--- src/rtl/mmio_timer_pkg.sv ---
// Shared definitions for the memory-mapped interval timer: base address,
// register index enum and CTRL/STATUS bit positions.
package mmio_timer_pkg;

    localparam logic [15:0] TIMER_BASE = 16'hC008;

    typedef enum logic [1:0] {
        TMR_CTRL   = 2'd0,
        TMR_LOAD   = 2'd1,
        TMR_COUNT  = 2'd2,
        TMR_STATUS = 2'd3
    } timer_reg_t;

    localparam int TMR_EN_BIT    = 0;
    localparam int TMR_PER_BIT   = 1;
    localparam int TMR_PRESC_LSB = 16;
    localparam int TMR_EXP_BIT   = 0;

endpackage

--- src/rtl/mmio_timer_if.sv ---
// Processor-side register bus between the memory-map decoder and the timer.
interface mmio_timer_if;
    logic        sel_i;
    logic [1:0]  addr_i;
    logic [3:0]  we_i;
    logic [3:0]  re_i;
    logic [31:0] wdata_i;
    logic [31:0] rdata_o;

    modport master (output sel_i, addr_i, we_i, re_i, wdata_i, input rdata_o);
    modport slave  (input sel_i, addr_i, we_i, re_i, wdata_i, output rdata_o);
endinterface

--- src/rtl/mmio_timer_prescaler.sv ---
// Prescale counter: counts 0..presc_i while enabled and ticks on the last
// count; held at zero while disabled so a fresh enable always starts at 0.
module mmio_timer_prescaler #(
    parameter int PRESC_WIDTH = 16
) (
    input  logic                   clk,
    input  logic                   rst_n,
    input  logic                   en_i,
    input  logic [PRESC_WIDTH-1:0] presc_i,
    output logic                   tick_o
);

    logic [PRESC_WIDTH-1:0] cnt_q, cnt_d;

    // >= rather than == so lowering PRESC mid-run cannot push the count into a wrap
    always_comb begin
        tick_o = en_i && (cnt_q >= presc_i);
        cnt_d  = cnt_q + PRESC_WIDTH'(1);
        if (!en_i || tick_o) begin
            cnt_d = '0;
        end
    end

    always_ff @(posedge clk or negedge rst_n) begin
        if (!rst_n) begin
            cnt_q <= '0;
        end else begin
            cnt_q <= cnt_d;
        end
    end

endmodule

--- src/rtl/mmio_timer.sv ---
// Memory-mapped down-counting interval timer (CTRL/LOAD/COUNT/STATUS).
// Define MMIO_TIMER_IRQ_EN to build the registered one-cycle irq_o expiry pulse.
module mmio_timer
    import mmio_timer_pkg::*;
#(
    parameter int CNT_WIDTH   = 32,
    parameter int PRESC_WIDTH = 16
) (
    input  logic         clk,
    input  logic         rst_n,
    mmio_timer_if.slave  bus,
    output logic         expired_o
`ifdef MMIO_TIMER_IRQ_EN
    ,
    output logic         irq_o
`endif
);

    logic [31:0]          ctrl_q, ctrl_d;
    logic [CNT_WIDTH-1:0] load_q, load_d;
    logic [CNT_WIDTH-1:0] count_q, count_d;
    logic                 expired_q, expired_d;

    timer_reg_t reg_idx;
    logic       wr, rd, tick, en, expiry, en_rise;

    assign reg_idx = timer_reg_t'(bus.addr_i);
    assign wr      = bus.sel_i && (|bus.we_i);
    assign rd      = bus.sel_i && (|bus.re_i);
    assign en      = ctrl_q[TMR_EN_BIT];
    assign expiry  = tick && en && (count_q == '0);
    assign en_rise = wr && (reg_idx == TMR_CTRL) && !en && bus.wdata_i[TMR_EN_BIT];

    mmio_timer_prescaler #(
        .PRESC_WIDTH (PRESC_WIDTH)
    ) u_presc (
        .clk     (clk),
        .rst_n   (rst_n),
        .en_i    (en),
        .presc_i (ctrl_q[TMR_PRESC_LSB +: PRESC_WIDTH]),
        .tick_o  (tick)
    );

    // Counter events are applied first so that bus writes override them.
    always_comb begin
        ctrl_d    = ctrl_q;
        load_d    = load_q;
        count_d   = count_q;
        expired_d = expired_q;

        if (tick && en) begin
            if (count_q != '0) begin
                count_d = count_q - CNT_WIDTH'(1);
            end else if (ctrl_q[TMR_PER_BIT]) begin
                count_d = load_q;
            end else begin
                ctrl_d[TMR_EN_BIT] = 1'b0;
            end
        end

        if (wr) begin
            unique case (reg_idx)
                TMR_CTRL: begin
                    ctrl_d = bus.wdata_i;
                    if (en_rise) begin
                        count_d = load_q;
                    end
                end
                TMR_LOAD:   load_d  = bus.wdata_i[CNT_WIDTH-1:0];
                TMR_COUNT:  count_d = bus.wdata_i[CNT_WIDTH-1:0];
                TMR_STATUS: begin
                    if (bus.wdata_i[TMR_EXP_BIT]) begin
                        expired_d = 1'b0;
                    end
                end
                default: ;
            endcase
        end

        if (expiry) begin
            expired_d = 1'b1;
        end
    end

    always_ff @(posedge clk or negedge rst_n) begin
        if (!rst_n) begin
            ctrl_q    <= '0;
            load_q    <= '0;
            count_q   <= '0;
            expired_q <= 1'b0;
        end else begin
            ctrl_q    <= ctrl_d;
            load_q    <= load_d;
            count_q   <= count_d;
            expired_q <= expired_d;
        end
    end

    always_comb begin
        bus.rdata_o = '0;
        if (rd) begin
            unique case (reg_idx)
                TMR_CTRL:   bus.rdata_o = ctrl_q;
                TMR_LOAD:   bus.rdata_o = 32'(load_q);
                TMR_COUNT:  bus.rdata_o = 32'(count_q);
                TMR_STATUS: bus.rdata_o = {30'b0, en, expired_q};
                default:    bus.rdata_o = '0;
            endcase
        end
    end

    assign expired_o = expired_q;

`ifdef MMIO_TIMER_IRQ_EN
    logic irq_q, irq_d;

    assign irq_d = expiry;

    always_ff @(posedge clk or negedge rst_n) begin
        if (!rst_n) begin
            irq_q <= 1'b0;
        end else begin
            irq_q <= irq_d;
        end
    end

    assign irq_o = irq_q;
`endif

endmodule

--- src/flat_wrapper.sv ---
// flat-port wrapper written by rule: the top's interface ports become plain ports
module mmio_timer_flat import mmio_timer_pkg::*;
#(
    parameter int CNT_WIDTH   = 32,
    parameter int PRESC_WIDTH = 16
)
  (clk, rst_n, expired_o, bus_sel_i, bus_addr_i, bus_we_i, bus_re_i, bus_wdata_i, bus_rdata_o);
  mmio_timer_if bus_i ();
  input  logic clk;
  input  logic rst_n;
  output logic expired_o;
  input wire logic [$bits(bus_i.sel_i)-1:0] bus_sel_i;
  input wire logic [$bits(bus_i.addr_i)-1:0] bus_addr_i;
  input wire logic [$bits(bus_i.we_i)-1:0] bus_we_i;
  input wire logic [$bits(bus_i.re_i)-1:0] bus_re_i;
  input wire logic [$bits(bus_i.wdata_i)-1:0] bus_wdata_i;
  output wire logic [$bits(bus_i.rdata_o)-1:0] bus_rdata_o;
  assign bus_i.sel_i = bus_sel_i;
  assign bus_i.addr_i = bus_addr_i;
  assign bus_i.we_i = bus_we_i;
  assign bus_i.re_i = bus_re_i;
  assign bus_i.wdata_i = bus_wdata_i;
  assign bus_rdata_o = bus_i.rdata_o;
  mmio_timer #(.CNT_WIDTH(CNT_WIDTH), .PRESC_WIDTH(PRESC_WIDTH)) u_core (.clk(clk), .rst_n(rst_n), .bus(bus_i), .expired_o(expired_o));
endmodule
--- config.mk ---
export PLATFORM = sky130hd
export DESIGN_NAME = mmio_timer_flat
export DESIGN_NICKNAME = d
export VERILOG_FILES = /design/src/rtl/mmio_timer_pkg.sv /design/src/rtl/mmio_timer_if.sv /design/src/rtl/mmio_timer_prescaler.sv /design/src/rtl/mmio_timer.sv /design/src/flat_wrapper.sv
export SDC_FILE = /design/constraint.sdc
export NUM_CORES = 1
export LEC_CHECK = 0
export CAP_MARGIN = 10
export CORE_MARGIN = 2
export CORE_UTILIZATION = 25
export DETAILED_ROUTE_END_ITERATION = 8
export PLACE_DENSITY = 0.52
export RECOVER_POWER = 50
export SETUP_SLACK_MARGIN = 0.5
export SYNTH_ARGS = -nofsm -noshare
export SYNTH_HDL_FRONTEND = slang
export SYNTH_SLANG_ARGS = --single-unit
--- constraint.sdc ---
create_clock -name clk -period 4 [get_ports clk]
set_clock_uncertainty 0.1 [all_clocks]
set_input_delay 0.6 -clock clk [delete_from_list [all_inputs] [get_ports clk]]
set_output_delay 0.6 -clock clk [all_outputs]
set_load 0.02 [all_outputs]
### Yosys cells after proc, flatten, opt, wreduce, memory -nomap -nowiden

Index checks and enable logic that the tools add are counted.

| cells by class | value |
|---|---|
| add/subtract/negate cells | 2 |
| multiply operators | 0 |
| divide/modulo/power cells | 0 |
| order comparisons | 1 |
| eq/ne operators | 3 |
| shift operators | 0 |
| multiplexer cells | 18 |
| bitwise gates (word level) | 0 |
| reduce and logical (&&, ||, !) cells | 21 |

Operators by type and width:

| kind | count |
|---|---|
| 32-bit 2-to-1 mux | 6 |
| 32-bit case mux with 4 select lines | 1 |
| 32-bit case mux with 2 select lines | 1 |
| 32-bit logical NOT | 1 |
| 32-bit nonzero test | 1 |
| 32-bit by 1-bit subtractor with 32-bit output, second input constant | 1 |
| 16-bit by 1-bit adder with 16-bit output, second input constant | 1 |
| 16-bit >= comparator | 1 |
| 16-bit 2-to-1 mux | 1 |
| 1-bit 2-to-1 mux | 9 |
| 1-bit logical AND | 8 |
| 4-bit OR reduction | 2 |
| 2-bit nonzero test | 3 |
| 2-bit equality test, second input constant | 2 |
| 2-bit AND reduction | 2 |
| 3-bit AND reduction | 1 |
| 2-bit by 1-bit equality test with 1-bit output, second input constant | 1 |
| 2-bit logical NOT | 1 |
| 1-bit logical NOT | 1 |
| 1-bit logical OR | 1 |

| word-level totals | value |
|---|---|
| register bits after elaboration | 113 |
| bits in latches | 0 |
| memory bits (writable) | 0 |
| memory bits (read-only) | 0 |
| input port bits | 45 |
| output and inout port bits | 33 |
| logic and storage cells | 51 |
| memories kept | 0 |

### Longest topological paths before layout

| logic depth | value |
|---|---|
| depth in word-level cells | 8 |
| mapped depth | 12 |
| depth with buffers taken out | 9 |

### Modules after synthesis

A second synthesis with hierarchy kept.

| second synthesis, totals | value |
|---|---|
| cells, all modules | 820 |
| area, all modules | 7494.7 sq um |

Modules (own cells, without submodules):

| module | instances | cells an instance | area each (sq um) | seq. area each (sq um) |
|---|---|---|---|---|
| mmio_timer | 1 | 690 | 6272.3 | 2427.3 |
| mmio_timer_prescaler | 1 | 130 | 1222.4 | 400.4 |

### Worst setup path before layout

Ideal clock, no wire load.

| timing | value |
|---|---|
| kind | register -> register |
| from | register u_core.count_q[21] |
| to | register u_core.count_q[25] |
| setup time | 0.126 ns |
| arrival | 2.932 ns |
| required time | 3.774 ns |
| path slack | 0.842 ns |
| cell stages (with the launch flop) | 11 |
| path buffers | 4 |
| period minus slack after synthesis | 3.158 ns |
| cells stage by stage | dfrtp_1 > buf_6 > or4_4 > or4_4 > buf_6 > or4_1 > buf_2 > buf_6 > a21oi_2 > nor2_1 > a221o_1 |

| on the way | value |
|---|---|
| longest elaborated chain between the ends | 6 |
| elaborated cells between the ends (all ways) | 7 |
| those cells by class | 1 x add/sub; 5 x mux; 1 x reduce/logical |

RTL lines:

| item | RTL line | RTL |
|---|---|---|
| start: declaration | mmio_timer.sv:21 | `logic [CNT_WIDTH-1:0] count_q, count_d;` |
| start signal: assignment | mmio_timer.sv:94 | `count_q <= count_d;` |
| 32-bit by 1-bit subtractor with 32-bit output / 32-bit nonzero test (equally long branches) | mmio_timer.sv:53, mmio_timer.sv:52 |  |
| 32-bit 2-to-1 mux * | mmio_timer.sv:52 | `if (count_q != '0) begin` |
| 32-bit 2-to-1 mux * | mmio_timer.sv:51 | `if (tick && en) begin` |
| 32-bit 2-to-1 mux | mmio_timer.sv:65 | `if (en_rise) begin` |
| 32-bit case mux with 2 select lines | mmio_timer.sv:62 | `unique case (reg_idx)` |
| 32-bit 2-to-1 mux * | mmio_timer.sv:61 | `if (wr) begin` |
| net u_core.count_d[25] | mmio_timer.sv:21 |  |

The timed path passes the listed nets; every way through them passes the cells marked *.
A chain may end at the register's enable or synchronous reset.

### Final worst setup path

| timing | value |
|---|---|
| from | register u_core.u_presc.cnt_q[0] |
| to | register u_core.count_q[27] |

| on the way | value |
|---|---|
| longest elaborated chain between the ends | 7 |

RTL lines:

| item | RTL line | RTL |
|---|---|---|
| start: declaration | mmio_timer_prescaler.sv:13 | `logic [PRESC_WIDTH-1:0] cnt_q, cnt_d;` |
| start signal: assignment | mmio_timer_prescaler.sv:28 | `cnt_q <= cnt_d;` |
| 16-bit >= comparator * | mmio_timer_prescaler.sv:17 | `tick_o = en_i && (cnt_q >= presc_i);` |
| 1-bit logical AND * | mmio_timer_prescaler.sv:17 |  |
| 1-bit logical AND * | mmio_timer.sv:51 |  |
| 32-bit 2-to-1 mux * | mmio_timer.sv:51 |  |
| 32-bit 2-to-1 mux | mmio_timer.sv:65 |  |
| 32-bit case mux with 2 select lines | mmio_timer.sv:62 |  |
| 32-bit 2-to-1 mux * | mmio_timer.sv:61 |  |
| net u_core.count_d[27] | mmio_timer.sv:21 |  |

Marks and branches as above.

==> key figures <==
Yosys
  • Mapped Area: 7460 sq um
  • Compound-Gate Fraction of Synth Area: 0.233
  • Async set or reset register ratio after synthesis: 1.00
  • Seq/Total Area, Yosys: 0.379
  • Synth warn: 0
  • Multiplexer share of the synthesized area: 0.109
  • Cell count after synthesis: 876
  • Synth cell types: 67
  • EDFF count, synth: 0
  • Post-Syn Nets: 940
  • Post-synthesis simple-gate area fraction: 0.177
  • Largest family of logic cells by synthesized area: compound AO/OA/AOI/OAI gates
  • Post-Synth Adder-Cell Area: 0.0319
  • XOR/XNOR Fraction of Synth Area: 0.0164
  • Synth Area per Inst: 8.52 sq um
  • #FFs+latches synth: 113
  • Primary FF master, synth: dfrtp_1

STA
  • Final Hold Fails: 0
  • Fmax: 296 MHz
  • Post-layout minimum cycle time: 3380 ps
  • Total negative slack: 0 ps
  • Final setup viols: 0
  • Final Max Slew Viols: 116
  • Worst slew margin: -0.0247
  • Crit share post-route: 0.845
  • RSZ-0062 raised after global routing: false
  • Worst-margin pin slew: 1540 ps
  • Final Hold Slack: 403 ps

Die
  • Initial Utilization: 0.253
  • Die area: 31300 sq um
  • Ports: 78
  • Die Span Y: 177 um
  • DIE WIDTH: 177 um
  • Row count: 63
  • Core area: 29500 sq um

Place
  • HPWL after DPL: 18500 um
  • Port Buffer Count: 77
  • Global placement routability congestion: 0.890

Global route
  • Global-route wire length before repair: 42000 um
  • Antenna violations before repair: 0
  • GRT overflow: 0
  • Largest net degree at the start of global routing: 59
  • Global-route total usage across every layer: 0.175
  • Vias in the first global route: 7130

Worst hold path
  • Hold crit path type: reg -> reg

Clock network
  • # clock sinks: 113
  • H-tree levels: 4
  • CTS Buf Count: 17
  • Post-CTS Resized: 1
  • Postcts setup bufs: 0
  • CTS tree: done
  • Clk root buf: clkbuf_16
  • Hold buffer count at cts: 0
  • Clk buf depth: 2
  • Clock transition at the registers of the reported paths: 50 ps
  • Worst skew pair latency: 420 ps

Pwr
  • Pwr Total: 4.00 mW
  • Power per Cell Area: 429 nW/um^2
  • Static Leakage: 3.71 nW
  • VDD IR-drop max: 0.292 mV

Critical path
  • Worst setup path class: reg -> reg
  • Crit path launch type: register
  • CP Data Arrival Time: 3620 ps
  • Critical path fanouts, max: 16
  • Worst Path Required: 4240 ps
  • Worst Setup End Kind: register

Detailed routing
  • Via density: 5.27
  • Via count: 7104
  • Routed wire per std cell: 19.6 um
  • Residual DRC: 0
  • DRT Wirelength: 26400 um
  • Detail Route Antenna Nets: 0
  • TritonRoute pass-1 iters: 5
  • Initial DRC count: 571

Cells and area
  • Layout area overhead: 25.1%
  • Fin nets: 1010
  • Share of layout cells above drive strength 1: 0.133
  • Fillers: 3115
  • Ant diodes: 0

Outcome
  • Status: finished with violations
  • Failing checks: capacitance limit, slew limit

Flow run
  • Max-cap violation count: 2
==> worst paths after layout <==
path,from,endpoint,slack (ps),cells past startpoint
worst max-delay path,u_core.u_presc.cnt_q[0],u_core.count_q[27],620,11
worst min-delay path,u_core.ctrl_q[13],u_core.ctrl_q[13],400,1
worst max register to register,u_core.u_presc.cnt_q[0],u_core.count_q[27],620,11
worst min register to register,u_core.ctrl_q[13],u_core.ctrl_q[13],400,1
max in group asynchronous,rst_n,u_core.load_q[15],1150,2
min in group asynchronous,rst_n,u_core.u_presc.cnt_q[6],420,1
==> cell usage after synthesis, types with 6 or more instances <==
| master | instances | area (sq um) |
|---|---|---|
| clkbuf_1 | 52 | 195 |
| o211ai_1 | 6 | 45.0 |
| inv_1 | 33 | 124 |
| nor2_1 | 122 | 458 |
| mux2i_1 | 31 | 310 |
| nor4_1 | 9 | 56.3 |
| buf_1 | 6 | 22.5 |
| mux2_2 | 41 | 462 |
| nand4_1 | 14 | 87.6 |
| xor2_1 | 8 | 70.1 |
| nand3_1 | 18 | 90.1 |
| a21oi_1 | 78 | 390 |
| o21ai_1 | 6 | 30.0 |
| ha_1 | 19 | 238 |
| a31oi_1 | 15 | 93.8 |
| o21ai_0 | 55 | 275 |
| a22oi_1 | 17 | 128 |
| a221o_1 | 7 | 70.1 |
| nand2_1 | 68 | 255 |
| dfrtp_1 | 113 | 2830 |
| o221ai_1 | 7 | 61.3 |
| xnor2_1 | 6 | 52.6 |
| a22o_1 | 9 | 78.8 |
| nor3_1 | 17 | 85.1 |
| and3_1 | 7 | 43.8 |
| o22ai_1 | 22 | 138 |
==> critical path, cell delays in order, from the launching register on <==
cell and delay, ps:
dfrtp_1 400, inv_1 60, ha_1 280, nand2b_1 150, a2111o_1 420, a32oi_1 210, clkbuf_1 410, a21o_1 390
buf_4 300, o22ai_1 110, a221oi_1 260, a2bb2oi_1 200
==> per-layer routing <==
layer	track usage	routed length (um)	up-vias
met5	0	0	-
met2	0.267	11700	239
met1	0.248	12600	3480
li1	-	-	3352
met4	0.0613	531	0
met3	0.0303	1580	33
==> layout make-up <==
cell class | count | area [sq um] | area share
repair buffers | 115 | 1070 | 0.114
well taps | 390 | 488 | 0.0523
inverters | 33 | 124 | 0.0133
flip-flops and latches | 113 | 2830 | 0.303
clock inverters | 7 | 85.1 | 0.00912
multi-input cells | 666 | 4280 | 0.458
clock buffers | 24 | 462 | 0.0495
==> report_power, final <==
part           total, mW  internal, mW  switching [mW]
Clock               1.46         0.922           0.535
Combinational      0.949         0.438           0.511
Sequential          1.60          1.34           0.253
Total               4.00          2.70            1.30
==> state kept, by name, indices dropped and copies added (netlist names) <==
name	flops
u_core.expired_o	1
u_core.ctrl_q	32
u_core.load_q	32
u_core.count_q	32
u_core.u_presc.cnt_q	16
==> cells in the final DEF (no fill, tap or decap), drive strengths merged, types with 6 or more instances in the layout <==
| cell type | synthesis | routed |
|---|---|---|
| a21oi | 79 | 79 |
| a221o | 7 | 7 |
| a22o | 9 | 9 |
| a22oi | 17 | 17 |
| a31oi | 15 | 15 |
| and3 | 7 | 7 |
| buf | 11 | 37 |
| clkbuf | 53 | 28 |
| clkdlybuf4s50 | 0 | 72 |
| dfrtp | 113 | 113 |
| ha | 19 | 19 |
| inv | 33 | 33 |
| mux2 | 41 | 41 |
| mux2i | 31 | 31 |
| nand2 | 68 | 68 |
| nand3 | 18 | 18 |
| nand4 | 14 | 14 |
| nor2 | 122 | 122 |
| nor3 | 18 | 18 |
| nor4 | 10 | 10 |
| o211ai | 6 | 6 |
| o21ai | 61 | 61 |
| o221ai | 7 | 7 |
| o22ai | 22 | 22 |
| or3 | 6 | 6 |
| or4 | 7 | 7 |
| xnor2 | 6 | 6 |
| xor2 | 8 | 8 |
==> through the flow <==
step | cells | utilization | area (sq um) | setup slack [ps]
3_3_place_gp | 1317 | 0.299 | 8810 | 496
5_1_grt | 1348 | 0.317 | 9330 | 430
2_1_floorplan | 876 | - | 7460 | 842
4_1_cts | 1348 | 0.318 | 9360 | 696
3_5_place_dp | 1317 | 0.299 | 8810 | 428
6_report | 1348 | 0.317 | 9330 | 619
==> kinds of logic (layout without fill, tap and decap cells) <==
group	after synthesis	count (layout)
adders and majority gates	19	19
and+or+nand+nor	287	287
DFF	113	113
xor gates and xnor gates	14	14
muxes	74	74
AOI/OAI and AO/OA	272	272
buffers and inverters	97	179
Power figures use the tool's default switching activity.
